$ cat src/rtl/dmem_uart_tx.sv
// Memory-mapped 8N1 UART transmitter on the core data-memory bus.
// DATA stores queue bytes in a FIFO; STATUS exposes {overflow, full, empty, busy}.
module dmem_uart_tx #(
  parameter int              DW        = 16,
  parameter logic [DW-1:0]   BASE_ADDR = 16'hFF00,
  parameter int              CLK_DIV   = 434,
  parameter int              FIFO_AW   = 3
) (
  input  logic          clk,
  input  logic          reset,
  input  logic          we,
  input  logic [DW-1:0] addr,
  input  logic [DW-1:0] wd,
  output logic [DW-1:0] rd,
  output logic          hit,
  output logic          tx,
  output logic          busy
);

  localparam int DEPTH = 1 << FIFO_AW;
  localparam int BW    = $clog2(CLK_DIV);
  localparam logic [BW-1:0]    BAUD_LAST = BW'(CLK_DIV - 1);
  localparam logic [FIFO_AW:0] DEPTH_C   = (FIFO_AW + 1)'(DEPTH);
  localparam logic [DW-1:0]    STAT_ADDR = BASE_ADDR + DW'(1);

  typedef enum logic [1:0] {
    S_IDLE  = 2'd0,
    S_START = 2'd1,
    S_DATA  = 2'd2,
    S_STOP  = 2'd3
  } state_t;

  state_t               state_r;
  logic [BW-1:0]        baud_r;
  logic [2:0]           bit_idx_r;
  logic [7:0]           shift_r;
  logic                 tx_r;
  logic                 busy_r;
  logic [7:0]           mem_r [DEPTH];
  logic [FIFO_AW-1:0]   wr_ptr_r;
  logic [FIFO_AW-1:0]   rd_ptr_r;
  logic [FIFO_AW:0]     count_r;
  logic                 overflow_r;

  logic hit_data_s, hit_stat_s;
  logic full_s, empty_s, baud_end_s;
  logic pop_s, push_req_s, push_ok_s;
  logic [7:0] head_s;
  logic unused_s;

  // Upper write-data bits carry no meaning for either register.
  assign unused_s = ^wd[DW-1:8];

  // Address decode, status read mux and FIFO handshake terms.
  always_comb begin
    hit_data_s = (addr == BASE_ADDR);
    hit_stat_s = (addr == STAT_ADDR);
    hit        = hit_data_s | hit_stat_s;
    full_s     = (count_r == DEPTH_C);
    empty_s    = (count_r == '0);
    baud_end_s = (baud_r == BAUD_LAST);
    head_s     = mem_r[rd_ptr_r];
    // A pop happens only when a byte is waiting, so the FIFO cannot underflow.
    pop_s      = !empty_s && ((state_r == S_IDLE) || ((state_r == S_STOP) && baud_end_s));
    push_req_s = we && hit_data_s;
    push_ok_s  = push_req_s && (!full_s || pop_s);
    if (hit_stat_s) begin
      rd = {{(DW-4){1'b0}}, overflow_r, full_s, empty_s, busy_r};
    end else begin
      rd = '0;
    end
  end

  // FIFO pointers, occupancy and sticky overflow flag.
  always_ff @(posedge clk or negedge reset) begin
    if (!reset) begin
      wr_ptr_r   <= '0;
      rd_ptr_r   <= '0;
      count_r    <= '0;
      overflow_r <= 1'b0;
    end else begin
      if (push_ok_s) wr_ptr_r <= wr_ptr_r + FIFO_AW'(1);
      if (pop_s)     rd_ptr_r <= rd_ptr_r + FIFO_AW'(1);
      case ({push_ok_s, pop_s})
        2'b10:   count_r <= count_r + (FIFO_AW + 1)'(1);
        2'b01:   count_r <= count_r - (FIFO_AW + 1)'(1);
        default: count_r <= count_r;
      endcase
      if (push_req_s && !push_ok_s) begin
        overflow_r <= 1'b1;
      end else if (we && hit_stat_s && wd[0]) begin
        overflow_r <= 1'b0;
      end
    end
  end

  // FIFO storage; contents are meaningless while count is zero.
  always_ff @(posedge clk) begin
    if (push_ok_s) mem_r[wr_ptr_r] <= wd[7:0];
  end

  // Serializer: START/DATA/STOP bit timing with registered tx and busy.
  always_ff @(posedge clk or negedge reset) begin
    if (!reset) begin
      state_r   <= S_IDLE;
      baud_r    <= '0;
      bit_idx_r <= 3'd0;
      shift_r   <= 8'h00;
      tx_r      <= 1'b1;
      busy_r    <= 1'b0;
    end else begin
      case (state_r)
        S_IDLE: begin
          baud_r <= '0;
          if (pop_s) begin
            shift_r <= head_s;
            tx_r    <= 1'b0;
            busy_r  <= 1'b1;
            state_r <= S_START;
          end
        end
        S_START: begin
          if (baud_end_s) begin
            baud_r    <= '0;
            bit_idx_r <= 3'd0;
            tx_r      <= shift_r[0];
            shift_r   <= {1'b0, shift_r[7:1]};
            state_r   <= S_DATA;
          end else begin
            baud_r <= baud_r + BW'(1);
          end
        end
        S_DATA: begin
          if (baud_end_s) begin
            baud_r <= '0;
            if (bit_idx_r == 3'd7) begin
              tx_r    <= 1'b1;
              state_r <= S_STOP;
            end else begin
              bit_idx_r <= bit_idx_r + 3'd1;
              tx_r      <= shift_r[0];
              shift_r   <= {1'b0, shift_r[7:1]};
            end
          end else begin
            baud_r <= baud_r + BW'(1);
          end
        end
        S_STOP: begin
          if (baud_end_s) begin
            baud_r <= '0;
            // Chain straight into the next start bit when more data is queued.
            if (pop_s) begin
              shift_r <= head_s;
              tx_r    <= 1'b0;
              state_r <= S_START;
            end else begin
              tx_r    <= 1'b1;
              busy_r  <= 1'b0;
              state_r <= S_IDLE;
            end
          end else begin
            baud_r <= baud_r + BW'(1);
          end
        end
        default: begin
          state_r <= S_IDLE;
          baud_r  <= '0;
          tx_r    <= 1'b1;
          busy_r  <= 1'b0;
        end
      endcase
    end
  end

  assign tx   = tx_r;
  assign busy = busy_r;

endmodule

$ cat config.mk
export PLATFORM = sky130hd
export DESIGN_NAME = dmem_uart_tx
export DESIGN_NICKNAME = d
export VERILOG_FILES = /design/src/rtl/dmem_uart_tx.sv
export SDC_FILE = /design/constraint.sdc
export NUM_CORES = 1
export LEC_CHECK = 0
export ABC_AREA = 0
export CORE_ASPECT_RATIO = 1.25
export CORE_MARGIN = 2
export CORE_UTILIZATION = 32
export CTS_CLUSTER_DIAMETER = 200
export DETAILED_ROUTE_END_ITERATION = 8
export SKIP_CTS_REPAIR_TIMING = 1
export SLEW_MARGIN = 20
export SYNTH_ARGS = -nofsm -noshare
export SYNTH_HDL_FRONTEND = slang
export SYNTH_SLANG_ARGS = --single-unit
$ cat constraint.sdc
create_clock -name clk -period 2.91 [get_ports clk]
set_input_delay 0.7275 -clock clk [delete_from_list [all_inputs] [get_ports clk]]
set_output_delay 0.7275 -clock clk [all_outputs]
set_load 0.03 [all_outputs]
==> results of run 1 <==
-- registers in the layout (all words and copies together), names as in the netlist --
signal,flops
baud_r,9
bit_idx_r,3
busy,1
count_r,4
mem_r,64
overflow_r,1
rd_ptr_r,3
shift_r,8
state_r,2
tx,1
wr_ptr_r,3
-- critical path: cells and delay by family --
kind                   cells  cell delay [ns]
AND/OR/NAND/NOR            3             1.01
buffers and inverters      3             0.40
-- layout make-up --
cell class	count	area (um^2)
inverters	7	28.8
well taps	178	223
multi-input cells	206	1850
fillers	1296	8460
flip-flops and latches	99	2800
repair buffers	60	617
clock inverters	7	88.8
clock buffers	9	225
-- power groups by stage --
stage | Combinational (mW) | Sequential (mW) | Clock (mW)
after CTS | 1.78 | 1.86 | 1.25
after global routing | 2.04 | 1.89 | 1.30
final | 1.81 | 1.85 | 1.21
after global placement | 1.74 | 1.88 | 0
after floorplan | 1.38 | 1.82 | 0
after detailed placement | 1.77 | 1.89 | 0
-- metal layers --
layer	vias up	GRT usage, %	wire [um]
met4	0	4.87	150
li1	1330	-	-
met3	12	2.15	199
met2	35	20.3	4510
met1	1407	15.0	3770
met5	-	0	0
-- metrics by stage --
stage | instance area, um^2 | util, % | TNS [ns]
finish | 5830 | 40.8 | 0
global route | 5830 | 40.8 | -0.0541
CTS | 5740 | 40.2 | -1.77
detailed placement | 5420 | 38.0 | -22.28
global placement | 5420 | 38.0 | -20.60
floorplan | 4770 | - | -11.64
-- Yosys cell counts, types with 3 or more instances --
| library cell | number | area [um^2] |
|---|---|---|
| sky130_fd_sc_hd__nand3_1 | 19 | 95.1 |
| sky130_fd_sc_hd__nand2_1 | 18 | 67.6 |
| sky130_fd_sc_hd__nor3_1 | 4 | 20.0 |
| sky130_fd_sc_hd__xor2_1 | 7 | 61.3 |
| sky130_fd_sc_hd__and3_1 | 3 | 18.8 |
| sky130_fd_sc_hd__a21oi_1 | 6 | 30.0 |
| sky130_fd_sc_hd__o21ai_0 | 7 | 35.0 |
| sky130_fd_sc_hd__xnor2_1 | 9 | 78.8 |
| sky130_fd_sc_hd__edfxtp_1 | 64 | 1920 |
| sky130_fd_sc_hd__inv_1 | 6 | 22.5 |
| sky130_fd_sc_hd__clkbuf_1 | 5 | 18.8 |
| sky130_fd_sc_hd__ha_1 | 14 | 175 |
| sky130_fd_sc_hd__and2_1 | 7 | 43.8 |
| sky130_fd_sc_hd__or4_1 | 8 | 60.1 |
| sky130_fd_sc_hd__dfrtp_1 | 34 | 851 |
| sky130_fd_sc_hd__buf_4 | 12 | 90.1 |
| sky130_fd_sc_hd__nor2_1 | 19 | 71.3 |
| sky130_fd_sc_hd__mux4_2 | 16 | 360 |
| sky130_fd_sc_hd__buf_2 | 6 | 30.0 |
| sky130_fd_sc_hd__a22o_1 | 3 | 26.3 |
| sky130_fd_sc_hd__mux2i_1 | 16 | 160 |
-- cells in the final DEF (no fill, tap or decap), drive strengths merged, types with 3 or more instances in the layout --
| cell type | instances |
|---|---|
| a21oi | 6 |
| a22o | 3 |
| a31oi | 3 |
| and2 | 8 |
| and3 | 3 |
| buf | 33 |
| clkbuf | 11 |
| clkdlybuf4s50 | 19 |
| clkinv | 4 |
| conb | 12 |
| dfrtp | 34 |
| dlymetal6s2s | 6 |
| edfxtp | 64 |
| ha | 14 |
| inv | 10 |
| mux2i | 16 |
| mux4 | 16 |
| nand2 | 19 |
| nand3 | 19 |
| nor2 | 19 |
| nor3 | 4 |
| nor4 | 3 |
| o21ai | 8 |
| or4 | 9 |
| xnor2 | 9 |
| xor2 | 7 |
-- kinds of logic (layout without fill, tap and decap cells) --
group,Yosys count,after routing,share of synthesized area (%)
xor+xnor,16,16,3.03
simple gates,100,100,12.6
fa+ha+maj,14,14,3.79
compound gates,30,30,4.60
mux,34,34,11.7
flops,99,99,60.5
buf+inv,31,83,3.65
other cells,1,12,0.0811
-- worst paths after layout --
path / cells after the start / slack (ns) / endpoint
hold reg to reg: 2 / 0.48 / tx
hold / removal: 2 / 0.48 / tx
max in group asynchronous: 1 / 1.86 / wr_ptr_r[1]
min in group asynchronous: 1 / 0.49 / bit_idx_r[2]
setup / recovery: 6 / 0.04 / rd[0]
setup reg to reg: 12 / 0.13 / count_r[3]
==> impl_metrics.json, run 1 <==
{
  "final_max_slew_viol_count": 0,
  "place_worst_setup_slack_ns": -0.465,
  "syn_inst": 325,
  "vias": 2784,
  "via_count_normalized_by_instance_count": 4.92,
  "worstPathRequired_ns": 2.18,
  "clock-skew-final_ns": 0.00821,
  "avgRoutedWirePerCell_um": 15.2,
  "drt_drc_violations_left": 0,
  "final_layout_size_suffix_gt1_share_pct": 26.3,
  "cts_buf_count": 9,
  "syn_area_per_cell_um2": 14.2,
  "timing.critical_path.cells": "buf_6, or4b_4, nor4_4, buf_4, and3_4, buf_6",
  "hold_violations": 0,
  "max_clock_freq_mhz": 348,
  "top_level_ports": 54,
  "dpl.hpwl_mm": 5.94,
  "tritoncts_clock_tree": "built",
  "timing.final.crit_share_pct": 98.7,
  "worst_skew_pair_latency_ns": 0.35,
  "dpl.cell_count": 548,
  "antenna_violations_before_repair": 0,
  "synth-main-ff-cell": "sky130_fd_sc_hd__edfxtp_1",
  "regToRegStartpoint": "count_r[1]",
  "setup_violations": 0,
  "diodes": 0,
  "crit_fanout": 6,
  "grt_overflow_total": 0,
  "design_power_total_mw": 4.87,
  "number_of_synthesized_flops_with_an_enable_pin": 64,
  "clock_tree.htree_level_count": 3,
  "worstSetupStartpointType": "input pin",
  "number_of_global_route_vias_before_repair": 2757,
  "drt_iter0_markers": 90,
  "postRouteWirelength_mm": 8.62,
  "antenna_violating_nets_post_route": 0,
  "clockBufferDepth": 2,
  "p_clk_share_pct": 24.9,
  "worst_ir_drop_vdd_uv": 390,
  "fp.coreArea_um2": 14300,
  "rsz0062_at_grt": "true",
  "crit_path_max_incr_delay_ns": 0.53,
  "detail_route.first_pass.iterations": 5,
  "die-height_um": 138,
  "buffer_ports.inserted": 33,
  "layout_min_cycle_time_ns": 2.87,
  "grt_start_max_net_pins": 36,
  "grt_use_total_pct": 11.9,
  "max_cap_violations": 0,
  "worstSetupStartpoint": "addr[2]",
  "cts.reportedPaths.clkPinSlew_ns": 0.07,
  "design.die.area_um2": 15400,
  "synth_cell_types": 53,
  "switching_share_pct": 34.5,
  "slew_headroom_pct": 40.1,
  "stdcell_count": 566,
  "numClockSinks": 99,
  "seq_power_share_pct": 38.0,
  "core.rowCount": 49,
  "hold-worst-slack_ns": 0.479,
  "hold_path.startpoint": "tx",
  "areaGrowthSynthToFinish_pct": 26.1,
  "internal_power_mw": 3.19,
  "final.setup.worst_slack_ns": 0.0385,
  "die_w_um": 112,
  "finalNetCount": 432,
  "timing_worst_slew_pin_value_ns": 0.898,
  "initial_utilization_pct": 32.4,
  "worstPathArrival_ns": 2.14,
  "yosysWarningCount": 0,
  "power.combinational.fraction_pct": 37.0,
  "timing.critical_path.mode_cell": "sky130_fd_sc_hd__buf_6",
  "ys_ff_latch": 99,
  "static-leakage-power_nw": 2.23,
  "cpMaxStageDelayCell": "sky130_fd_sc_hd__or4b_4",
  "worstHoldPathType": "flip-flop to flip-flop",
  "synthArstFlopShare_pct": 35.4,
  "finalWeightedCongestion": 0.780,
  "status": "completed",
  "p_sw_mw": 1.68,
  "clock-root-buffer": "sky130_fd_sc_hd__clkbuf_16",
  "critical_path_endpoint_category": "primary output",
  "post_synthesis_instance_area_um2": 4620,
  "sequential_area_share_after_synthesis_pct": 60.5,
  "grt_first_pass_wirelength_mm": 14.5,
  "critPathKind": "input pin to primary output",
  "cellPowerDensity_nw_per_um2": 836
}
Power figures use the tool's default switching activity.
==> run 2: changes to the inputs <==
Settings changed: CAP_MARGIN set to 0, CTS_CLUSTER_SIZE set to 8.
==> results of run 2 <==
Final layout, timing and power as in run 1 (identical DEF).
